File: config.mk
export PLATFORM = sky130hd
export DESIGN_NAME = sin_phase_det
export DESIGN_NICKNAME = d
export VERILOG_FILES = /design/src/rtl/sin_phase_det.sv
export SDC_FILE = /design/constraint.sdc
export NUM_CORES = 1
export LEC_CHECK = 0
export BUFFER_PORTS_ARGS = -buffer_cell sky130_fd_sc_hd__buf_4
export CORE_ASPECT_RATIO = 0.8
export CORE_UTILIZATION = 45
export DETAILED_ROUTE_END_ITERATION = 12
export GPL_ROUTABILITY_DRIVEN = 0
export MAX_ROUTING_LAYER = met4
export PLACE_DENSITY = 0.65
export RECOVER_POWER = 25
export SYNTH_ARGS = -nofsm -noshare
export SYNTH_HDL_FRONTEND = slang
export SYNTH_SLANG_ARGS = --single-unit
File: constraint.sdc
create_clock -name clk -period 6.1 [get_ports clk]
set_clock_uncertainty 0.1 [all_clocks]
set_input_delay 0 -clock clk [delete_from_list [all_inputs] [get_ports clk]]
set_output_delay 0 -clock clk [all_outputs]
set_load 0.02 [all_outputs]
File: src/rtl/sin_phase_det.sv
// sin_phase_det: locks a local phase counter to an incoming 16-point sine
// stream by finding its unique peak, then checks every later sample against
// the same table and reports lock, phase and sample errors.
module sin_phase_det #(
  parameter int TOL        = 2,
  parameter int LOCK_CNT   = 16,
  parameter int UNLOCK_CNT = 4
) (
  input  logic        clk,
  input  logic        rst_n,
  input  logic [7:0]  sample_in,
  input  logic        sample_valid,
  input  logic        clear_err,
  output logic        locked,
  output logic [3:0]  phase,
  output logic        phase_valid,
  output logic        err_pulse,
  output logic [15:0] err_count
);

  typedef enum logic [1:0] {SEARCH, VERIFY, LOCKED} state_t;

  // Index 0 sits in the least significant byte.
  localparam logic [127:0] TABLE_PACKED = {
    8'd62, 8'd29, 8'd8, 8'd0, 8'd8, 8'd29, 8'd62, 8'd100,
    8'd138, 8'd171, 8'd192, 8'd200, 8'd192, 8'd171, 8'd138, 8'd100
  };
  localparam logic [7:0] PEAK_VAL = 8'd200;
  localparam logic [3:0] PEAK_IDX_NEXT = 4'd5;

  state_t      state_reg;
  logic [3:0]  pred_reg;
  logic [7:0]  match_cnt_reg;
  logic [3:0]  miss_cnt_reg;

  logic [7:0]  table_val [16];
  logic [7:0]  expected;
  logic signed [8:0] diff_pred;
  logic signed [8:0] diff_peak;
  logic [8:0]  mag_pred;
  logic [8:0]  mag_peak;
  logic        sample_match;
  logic        peak_match;
  logic        err_hit;
  logic [7:0]  match_cnt_inc;
  logic [3:0]  miss_cnt_inc;

  genvar gi;
  generate
    for (gi = 0; gi < 16; gi++) begin : g_table
      assign table_val[gi] = TABLE_PACKED[gi*8 +: 8];
    end
  endgenerate

  // Magnitude comparisons against the predicted entry and against the peak.
  always_comb begin
    expected     = table_val[pred_reg];
    diff_pred    = $signed({1'b0, sample_in}) - $signed({1'b0, expected});
    diff_peak    = $signed({1'b0, sample_in}) - $signed({1'b0, PEAK_VAL});
    mag_pred     = diff_pred[8] ? 9'(-diff_pred) : 9'(diff_pred);
    mag_peak     = diff_peak[8] ? 9'(-diff_peak) : 9'(diff_peak);
    sample_match = (mag_pred <= 9'(TOL));
    peak_match   = (mag_peak <= 9'(TOL));
    err_hit      = sample_valid && (state_reg == LOCKED) && !sample_match;
    match_cnt_inc = match_cnt_reg + 8'd1;
    miss_cnt_inc  = miss_cnt_reg + 4'd1;
  end

  assign phase_valid = locked;

  // Search / verify / locked sequencing with registered status outputs.
  always_ff @(posedge clk or negedge rst_n) begin
    if (!rst_n) begin
      state_reg     <= SEARCH;
      pred_reg      <= 4'd0;
      match_cnt_reg <= 8'd0;
      miss_cnt_reg  <= 4'd0;
      locked        <= 1'b0;
      phase         <= 4'd0;
    end else if (sample_valid) begin
      case (state_reg)
        SEARCH: begin
          if (peak_match) begin
            pred_reg      <= PEAK_IDX_NEXT;
            match_cnt_reg <= 8'd0;
            state_reg     <= VERIFY;
          end
        end
        VERIFY: begin
          if (sample_match) begin
            match_cnt_reg <= match_cnt_inc;
            pred_reg      <= pred_reg + 4'd1;
            if (match_cnt_inc == 8'(LOCK_CNT)) begin
              // The sample completing the run becomes the first reported phase.
              state_reg    <= LOCKED;
              locked       <= 1'b1;
              phase        <= pred_reg;
              miss_cnt_reg <= 4'd0;
            end
          end else begin
            // The failing sample is dropped, not re-checked as a peak.
            state_reg <= SEARCH;
          end
        end
        LOCKED: begin
          phase    <= pred_reg;
          pred_reg <= pred_reg + 4'd1;
          if (sample_match) begin
            miss_cnt_reg <= 4'd0;
          end else begin
            miss_cnt_reg <= miss_cnt_inc;
            if (miss_cnt_inc == 4'(UNLOCK_CNT)) begin
              state_reg <= SEARCH;
              locked    <= 1'b0;
            end
          end
        end
        default: state_reg <= SEARCH;
      endcase
    end
  end

  // Error pulse and saturating error counter; clear wins over an increment.
  always_ff @(posedge clk or negedge rst_n) begin
    if (!rst_n) begin
      err_pulse <= 1'b0;
      err_count <= 16'd0;
    end else begin
      err_pulse <= err_hit;
      if (clear_err) begin
        err_count <= 16'd0;
      end else if (err_hit && (err_count != 16'hFFFF)) begin
        err_count <= err_count + 16'd1;
      end
    end
  end

endmodule

# [Word level (Yosys, flattened, before mapping)]
# Memory sizes are Yosys's and may differ from the RTL's.
# Cells that the tools add are included.
[op_classes] addsub=8 magnitude_cmp=3 eq_ne=11 muxes=30 bitwise_logic=1 reduce_logical=14
[ops] operator="$mux 16" n=2
[ops] operator="$mux 8" n=4
[ops] operator="$mux 4" n=7
[ops] operator="$le 9x2->1 const B" n=2
[ops] operator="$mux 9" n=2
[ops] operator="$neg 9->9" n=2
[ops] operator="$add 16x1->16 const B" n=1
[ops] operator="$ne 16x16->1 const B" n=1
[ops] operator="$pmux 4 s2" n=2
[ops] operator="$pmux 8 s2" n=1
[ops] operator="$pmux 4 s3" n=1
[ops] operator="$reduce_and 4->1" n=3
[ops] operator="$mux 2" n=5
[ops] operator="$sub 8x8->9" n=1
[ops] operator="$sub 8x8->9 const B" n=1
[ops] operator="$add 4x1->4 const B" n=2
[ops] operator="$add 8x1->8 const B" n=1
[ops] operator="$eq 8x5->1 const B" n=1
[ops] operator="$ne 2x2->1 const B" n=4
[ops] operator="$pmux 2 s3" n=1
[ops] operator="$reduce_and 6->1" n=1
[ops] operator="$reduce_bool 2->1" n=3
[ops] operator="$ge 5x5->1 const B" n=1
[ops] operator="$not 4->5" n=1
[ops] operator="other kinds (12)" n=17
[word_totals] reg_bits=40 rom_bits=128 out_inout_bits=23 word_cells=76 mem_count=1
[mem_list] name="(no name shown)" depth=16 width=8 read_ports=1 rd_clocked_by_memory_dff=0 write_ports=0 line="57" source="expected = table_val[pred_reg];"

# [Logic depth before layout (Yosys ltp)]
# Gate-level depths: netlist of the first run.
[depth] word_depth=13 mapped_depth=20

# [Least setup slack after synthesis of the first run]
# OpenSTA, ideal clock, no wires.
[synth_timing] path_type="register to register" start="reg pred_reg[1]" end="reg miss_cnt_reg[3]" setup_time_ns=0.126 t_arrival_ns=3.938 slack_ns=1.936 stages_incl_launch_ff=19 synth_period_minus_slack_ns=4.164 path_cell_list="dfrtp_1 -> inv_1 -> ha_1 -> nor2_1 -> a21oi_1 -> nor2_1 -> a31oi_1 -> inv_1 -> ha_1 -> and3b_4 -> or2_0 -> a311oi_1 -> xnor2_1 -> a41oi_1 -> o31a_2 -> o31ai_4 -> nand2b_1 -> buf_6 -> a221o_1"
[synth_between] elab_chain_cells=10
[synth_rtl] element="start: declaration" line="32" source="logic [3:0] pred_reg;"
[synth_rtl] element="start signal: assignment" line="92" source="pred_reg <= pred_reg + 4'd1;"
[synth_rtl] element="start signal: assignment" line="107" source="pred_reg <= pred_reg + 4'd1;"
[synth_rtl] element="$not 4->5 (not written as such) *" line="57"
[synth_rtl] element="$mem_v2 16x8 *"
[synth_rtl] element="$mux 8 (not written as such) * (2 in a row)" line="57"
[synth_rtl] element="$sub 8x8->9 *" line="58" source="diff_pred = $signed({1'b0, sample_in}) - $signed({1'b0, expected});"
[synth_rtl] element="$neg 9->9" line="60" source="mag_pred = diff_pred[8] ? 9'(-diff_pred) : 9'(diff_pred);"
[synth_rtl] element="$mux 9 *" line="60"
[synth_rtl] element="$le 9x2->1 *" line="62" source="sample_match = (mag_pred <= 9'(TOL));"
[synth_rtl] element="$ne 2x2->1 (no source line) or $mux 4 (tied branches)"
[synth_rtl] element="$reduce_and 4->1 (no source line) or $pmux 4 s2 (tied branches)"
[synth_rtl] element="end signal: assignment" line="111" source="miss_cnt_reg <= miss_cnt_inc;"
[synth_rtl] element="end: declaration" line="34" source="logic [3:0] miss_cnt_reg;"
# Mark *: on every way between the ends. The rest lies on a longest branch, timed or not. The select of a mux whose other input is x is not followed.
# A chain may end at the register's enable or synchronous reset.

# [Worst setup path in the final report of the first run]
# Same ends and word-level chain as after synthesis.

==> impl_metrics.yaml, run 1 <==
floorplan:
  die_w_um: 98.41
  coreArea_um2: 7027
  rows: 27
  initial_utilization_pct: 47.61
  die-height_um: 79.12
  num_io_pins: 35
  fp.dieArea_um2: 7786
sta:
  fin_crit_ns: 4.736
  timing_hold_violations_final: 0
  max_freq_mhz: 211.1
  worstMarginPinSlew_ns: 2.197
  slew_headroom_pct: -46.47
  maxSlewViolCount: 41
  rsz0062_at_grt: "false"
  fin_crit_sh_pct: 77.64
  setup_viol: 0
  final.setup.tns_ns: 0
layout:
  drive_gt1_share_pct: 14.39
  register_area_um2: 1001
  largest_reg_flops: 16
  fill_cells: 653
  diodes: 0
  nets: 455
  area_growth_pct: 12.15
  utilization_pct: 53.40
  multi_input_area_um2: 2148
critical_path:
  endpoint_kind: "register"
  worstPathMaxFanout: 9
  start_kind: "register"
  critPathRequiredTime_ns: 6.19
  path_class: "register to register"
  worst_ep_arrival_time_ns: 4.82
run_status:
  violations: "max-capacitance violations, max-slew violations"
  status: "complete, but fails checks"
logic_synthesis:
  syn_area_um2: 3346
  synth_edf_count: 0
  postSynthAreaPerCell_um2: 8.601
  synthArstFlopShare_pct: 100.0
  synth_ff_type: "dfrtp_1"
  ys_seq_area_share_pct: 29.92
  ys_types: 66
  synthCells: 389
  syn_nets: 428
  yosys_warnings: 0
  ys_seq_elements: 40
global_routing:
  grt_overflow_total: 0
  antenna_found_initial: 0
  grt_pass1_vias: 2766
  grt_pass1_wl_um: 13430
  grt_max_degree: 41
  grt_usage_pct: 21.85
route:
  drtIter0Drc: 178
  via_count: 3001
  wl_per_cell_um: 15.06
  routed_wl_um: 7590
  drc: 0
  ant_nets: 0
  via_per_inst: 5.954
  drt-pass1-iter-count: 7
clock_network:
  cts_buffer_depth: 2
  cts_tree: "yes"
  root_buffer: "clkbuf_8"
  clock-sinks: 40
  htree_levels: 2
  ctsResizeCount: 0
  clock_latency_ns: 0.30
  clk_pin_slew_ns: 0.09
  cts_buffers: 5
power_and_ir_drop:
  power.density_nw_per_um2: 493.1
  peakVddDrop_mv: 0.2094
  leakagePower_nw: 1.577
hold_path:
  worst_hold_path_type: "register to register"
placed_design:
  dp_hpwl_um: 5748
  portBuffers: 34
run:
  maxCapViolCount: 1
-- kinds of logic (layout without fill, tap and decap cells) --
kind of cell / count (synthesis) / in the layout / share of synthesized area (%)
buffers and inverters: 41 / 69 / 5.871
AOI/OAI and AO/OA: 120 / 120 / 24.50
and+or+nand+nor: 138 / 138 / 22.63
adders and majority gates: 27 / 27 / 10.32
muxes: 13 / 13 / 4.151
xor gates and xnor gates: 10 / 10 / 2.618
DFF: 40 / 40 / 29.92
-- cells in the mapped netlist, drive strengths merged, types with 3 or more instances --
library cell  number  area share (%)
a211o              3            0.79
a211oi             3            0.82
a21o               3            0.67
a21oi             33             5.6
a221o              4             1.2
a31oi              6             1.1
a32o               3            0.90
a41oi              3            0.79
and2               9             1.7
and3               8             1.5
buf               12             2.6
clkbuf             7            0.82
dfrtp             40              30
ha                26             9.7
inv               22             2.5
mux2               7             2.4
mux2i              6             1.8
nand2             30             3.4
nand2b             3            0.56
nand3             16             2.4
nand4              4            0.75
nor2              17             1.9
nor2b              6             1.1
nor3              13             2.4
nor3b              5             1.1
o211ai             5             1.3
o21ai             36             5.4
o31ai              4             1.3
or3               16             3.1
or4                3            0.67
xnor2              7             1.8
xor2               3            0.79
-- per-layer routing --
layer / vias up / global-route usage (%) / share of wire, %
met2: 60 / 31.55 / 42
li1: 1503 / - / -
met4: 0 / 3.134 / 0.38
met1: 1434 / 32.73 / 54
met5: - / - / 0
met3: 4 / 3.345 / 3.3
-- worst max-delay path, cell delays in order (launching register included) --
cell and delay [ns]:
dfrtp_1 0.50, inv_1 0.16, ha_1 0.33, nor2_1 0.05, a21oi_1 0.18, nor2_1 0.08
a31oi_1 0.25, inv_1 0.08, ha_1 0.38, and3b_4 0.23, or2_0 0.22, a311oi_1 0.32
xnor2_1 0.21, a41oi_1 0.16, o31a_2 0.38, o31ai_4 0.31, nand2b_1 0.28, a221o_1 0.41
-- path summary, 6_finish.rpt --
path,start,endpoint,slack [ns],cells past startpoint
setup / recovery,pred_reg[1],miss_cnt_reg[3],1.36,17
hold / removal,phase[2],phase[2],0.40,1
setup reg to reg,pred_reg[1],miss_cnt_reg[3],1.36,17
hold reg to reg,phase[2],phase[2],0.40,1
max in group asynchronous,rst_n,state_reg[1],3.85,2
min in group asynchronous,rst_n,phase[1],0.79,2
-- power breakdown --
group,switching [mW],internal [mW]
clock network,0.100,0.123
registers,0.0763,0.321
logic,0.748,0.481
-- cell type report --
cell class,instances,share of cell area [%]
Sequential cell,40,26.68
Clock buffer,5,1.834
Clock inverter,3,1.234
Inverter,22,2.201
Multi-Input combinational cell,308,57.25
Tap cell,87,2.901
Timing Repair Buffer,39,7.903
-- placed cells by master, fill, tap and decap left out, types with 3 or more instances in the layout --
master / count
a211o_1: 3
a21o_1: 3
a21oi_1: 31
a221o_1: 4
a31oi_1: 6
a32o_1: 3
a41oi_1: 3
and2_1: 9
and3_1: 8
buf_4: 35
clkbuf_8: 5
dfrtp_1: 40
dlygate4sd3_1: 3
ha_1: 26
inv_1: 22
mux2_1: 4
mux2_2: 3
mux2i_1: 6
nand2_1: 30
nand2b_1: 3
nand3_1: 16
nand4_1: 4
nor2_1: 17
nor2b_1: 6
nor3_1: 10
nor3_2: 3
nor3b_1: 5
o211ai_1: 4
o21ai_0: 31
o21ai_1: 5
o31ai_1: 3
or3_1: 15
or4_1: 3
xnor2_1: 7
xor2_1: 3
-- per-stage QoR --
step	hold WS, ns	power, mW	cell area (um^2)	worst slack, ns	std cells
finish	0.3990	1.850	3752	1.364	504
global route	0.4237	2.029	3752	1.001	504
CTS	0.1210	1.851	3756	1.350	504
detailed placement	-0.08871	1.617	3611	1.366	493
global placement	-0.08874	1.595	3611	1.536	493
floorplan	-0.3956	1.386	3346	1.936	389
-- what timing repair did --
action / CTS / global route
hold buffers: 3 / 0
buffers inserted: 0 / 0
hold endpoints to repair: 58 / 0
Power figures use the tool's default switching activity.
==> inputs of run 2 (changes only) <==
==> constraint.sdc (replaced) <==
create_clock -name clk -period 4.4 [get_ports clk]
set_clock_uncertainty 0.1 [all_clocks]
set_input_delay 0 -clock clk [delete_from_list [all_inputs] [get_ports clk]]
set_output_delay 0 -clock clk [all_outputs]
set_load 0.02 [all_outputs]
==> run 2 against run 1 <==
The flow still finishes with violations (max-capacitance violations, max-slew violations). Routed wire length increased by 1.4%. Maximum frequency grew 12%. Die area did not move. Sequential share of layout area shrank 0.62 points. Critical endpoint is now state_reg[0]. Largest power group unchanged. Highest routed layer unchanged.
==> impl_metrics.yaml, run 2 (same netlist as run 1, synthesis figures left out) <==
power_and_ir_drop:
  cell_internal_pwr_mw: 1.361
  power.density_nw_per_um2: 703.4
  leakagePower_nw: 1.621
  comb_power_share_pct: 68.8
  total_power_mw: 2.702
  clockPowerShare_pct: 11.7
  peakVddDrop_mv: 0.3099
  seq_power_share_pct: 19.5
  p_sw_share_pct: 49.63
  switchingPower_mw: 1.341
clock_network:
  clock_latency_ns: 0.29
  htree_levels: 2
  clk_pin_slew_ns: 0.08
  cts_buffer_depth: 2
  root_buffer: "clkbuf_8"
  cts_buffers: 5
  post_cts.repair.setup_buffers: 0
  cts_tree: "yes"
  clock-sinks: 40
global_routing:
  grt_pass1_wl_um: 12990
  antenna_found_initial: 0
  grt_max_degree: 41
  grt_overflow_total: 0
  grt_usage_pct: 20.97
  grt_pass1_vias: 2723
floorplan:
  fp.dieArea_um2: 7786
  die_w_um: 98.41
  initial_utilization_pct: 47.61
  rows: 27
  num_io_pins: 35
  coreArea_um2: 7027
  die-height_um: 79.12
sta:
  setup_viol: 0
  rsz0062_at_grt: "true"
  fin_crit_ns: 4.241
  final.setup.worst_slack_ns: 0.1594
  slew_headroom_pct: -45.56
  maxSlewViolCount: 41
  worstMarginPinSlew_ns: 2.183
  max_freq_mhz: 235.8
  final.setup.tns_ns: 0
  timing.hold.ws_ns: 0.3956
  timing_hold_violations_final: 0
  fin_crit_sh_pct: 96.38
critical_path:
  critPathRequiredTime_ns: 4.47
  cpPeakStageDelay_ns: 0.38
  worstPathMaxFanout: 6
  slowest_stage: "or3_4"
  endpoint_kind: "register"
  path_delay_family: "compound AO/OA/AOI/OAI gates"
  path_class: "register to register"
  worst_ep_arrival_time_ns: 4.31
  worst-path-buf-inv: 2
  start_kind: "register"
  worstPathCellList: "inv_1, ha_1, nor2_1, a21oi_1, nor2_1, a31oi_2, inv_1, ha_1, and3b_4, or3_4, a21oi_4, nand4_1, a32oi_1, o211ai_4, a2111oi_2, a211o_1, mux2_2"
route:
  ant_nets: 0
  wl_met2_um: 3232
  routed_wl_um: 7700
  drtIter0Drc: 137
  wl_met3_um: 194
  drc: 0
  drt-pass1-iter-count: 6
  via_count: 2995
  topRoutingLayerUsed: "met4"
  wl_met1_um: 4254
  via_per_inst: 5.884
  wl_per_cell_um: 15.13
layout:
  area_growth_pct: 14.81
  utilization_pct: 54.67
  largest_reg_flops: 16
  nets: 460
  drive_gt1_share_pct: 16.59
  diodes: 0
  fill_cells: 664
  final_common_cell: "dfrtp_1"
  fin_area_um2: 3841
  final_cell_mix: "dfrtp_1, buf_4, a21oi_1, o21ai_0, nand2_1"
  fin_cells: 509
run_status:
  violations: "max-capacitance violations, max-slew violations"
  status: "complete, but fails checks"
placed_design:
  dp_slack_ns: 0.03168
  placed_area_um2: 3649
  dp_hpwl_um: 5733
  portBuffers: 34
  placedCellCount: 498
run:
  maxCapViolCount: 1
hold_path:
  worst_hold_path_type: "register to register"
## run 2: path summary, 6_finish.rpt
path,slack (ns),endpoint,depth (start not counted),startpoint
max,0.16,state_reg[0],17,pred_reg[0]
min,0.40,phase[1],1,phase[1]
max reg2reg,0.16,state_reg[0],17,pred_reg[0]
min reg2reg,0.40,phase[1],1,phase[1]
max in group asynchronous,2.15,match_cnt_reg[0],2,rst_n
min in group asynchronous,0.80,err_count[8],2,rst_n
## run 2: what timing repair did
| action | CTS | global route |
|---|---|---|
| hold buffers | 3 | 0 |
| setup endpoints to repair | 0 | 30 |
| resized for setup | 0 | 10 |
| hold endpoints to repair | 58 | 0 |
## run 2: power by group through the flow
stage | sequential, mW | clock [mW] | combinational, mW
after global placement | 0.529 | 0 | 1.72
after floorplan | 0.549 | 0 | 1.37
after CTS | 0.524 | 0.324 | 1.76
final | 0.525 | 0.317 | 1.86
after global routing | 0.540 | 0.339 | 2.04
after detailed placement | 0.531 | 0 | 1.75
## run 2: routing by layer
layer,vias to the layer above,GRT usage (%)
met1,1436,30.76
li1,1509,-
met3,2,3.257
met5,-,-
met4,0,1.791
met2,48,31.69
## run 2: final cells by class
type	instances	area [um^2]	area share (%)
Clock buffer	6	82.58	2.150
Multi-Input combinational cell	308	2186	56.91
Tap cell	87	108.9	2.834
Timing Repair Buffer	44	341.6	8.893
Clock inverter	2	38.79	1.010
Sequential cell	40	1001	26.06
Inverter	22	82.58	2.150
## run 2: worst reg2reg max path: stages (launching register included)
cell and delay [ns]:
dfrtp_1 0.35, inv_1 0.07, ha_1 0.31, nor2_1 0.06
a21oi_1 0.16, nor2_1 0.09, a31oi_2 0.23, inv_1 0.07
ha_1 0.30, and3b_4 0.19, or3_4 0.38, a21oi_4 0.22
nand4_1 0.20, a32oi_1 0.35, o211ai_4 0.19, a2111oi_2 0.39
a211o_1 0.15, mux2_2 0.32
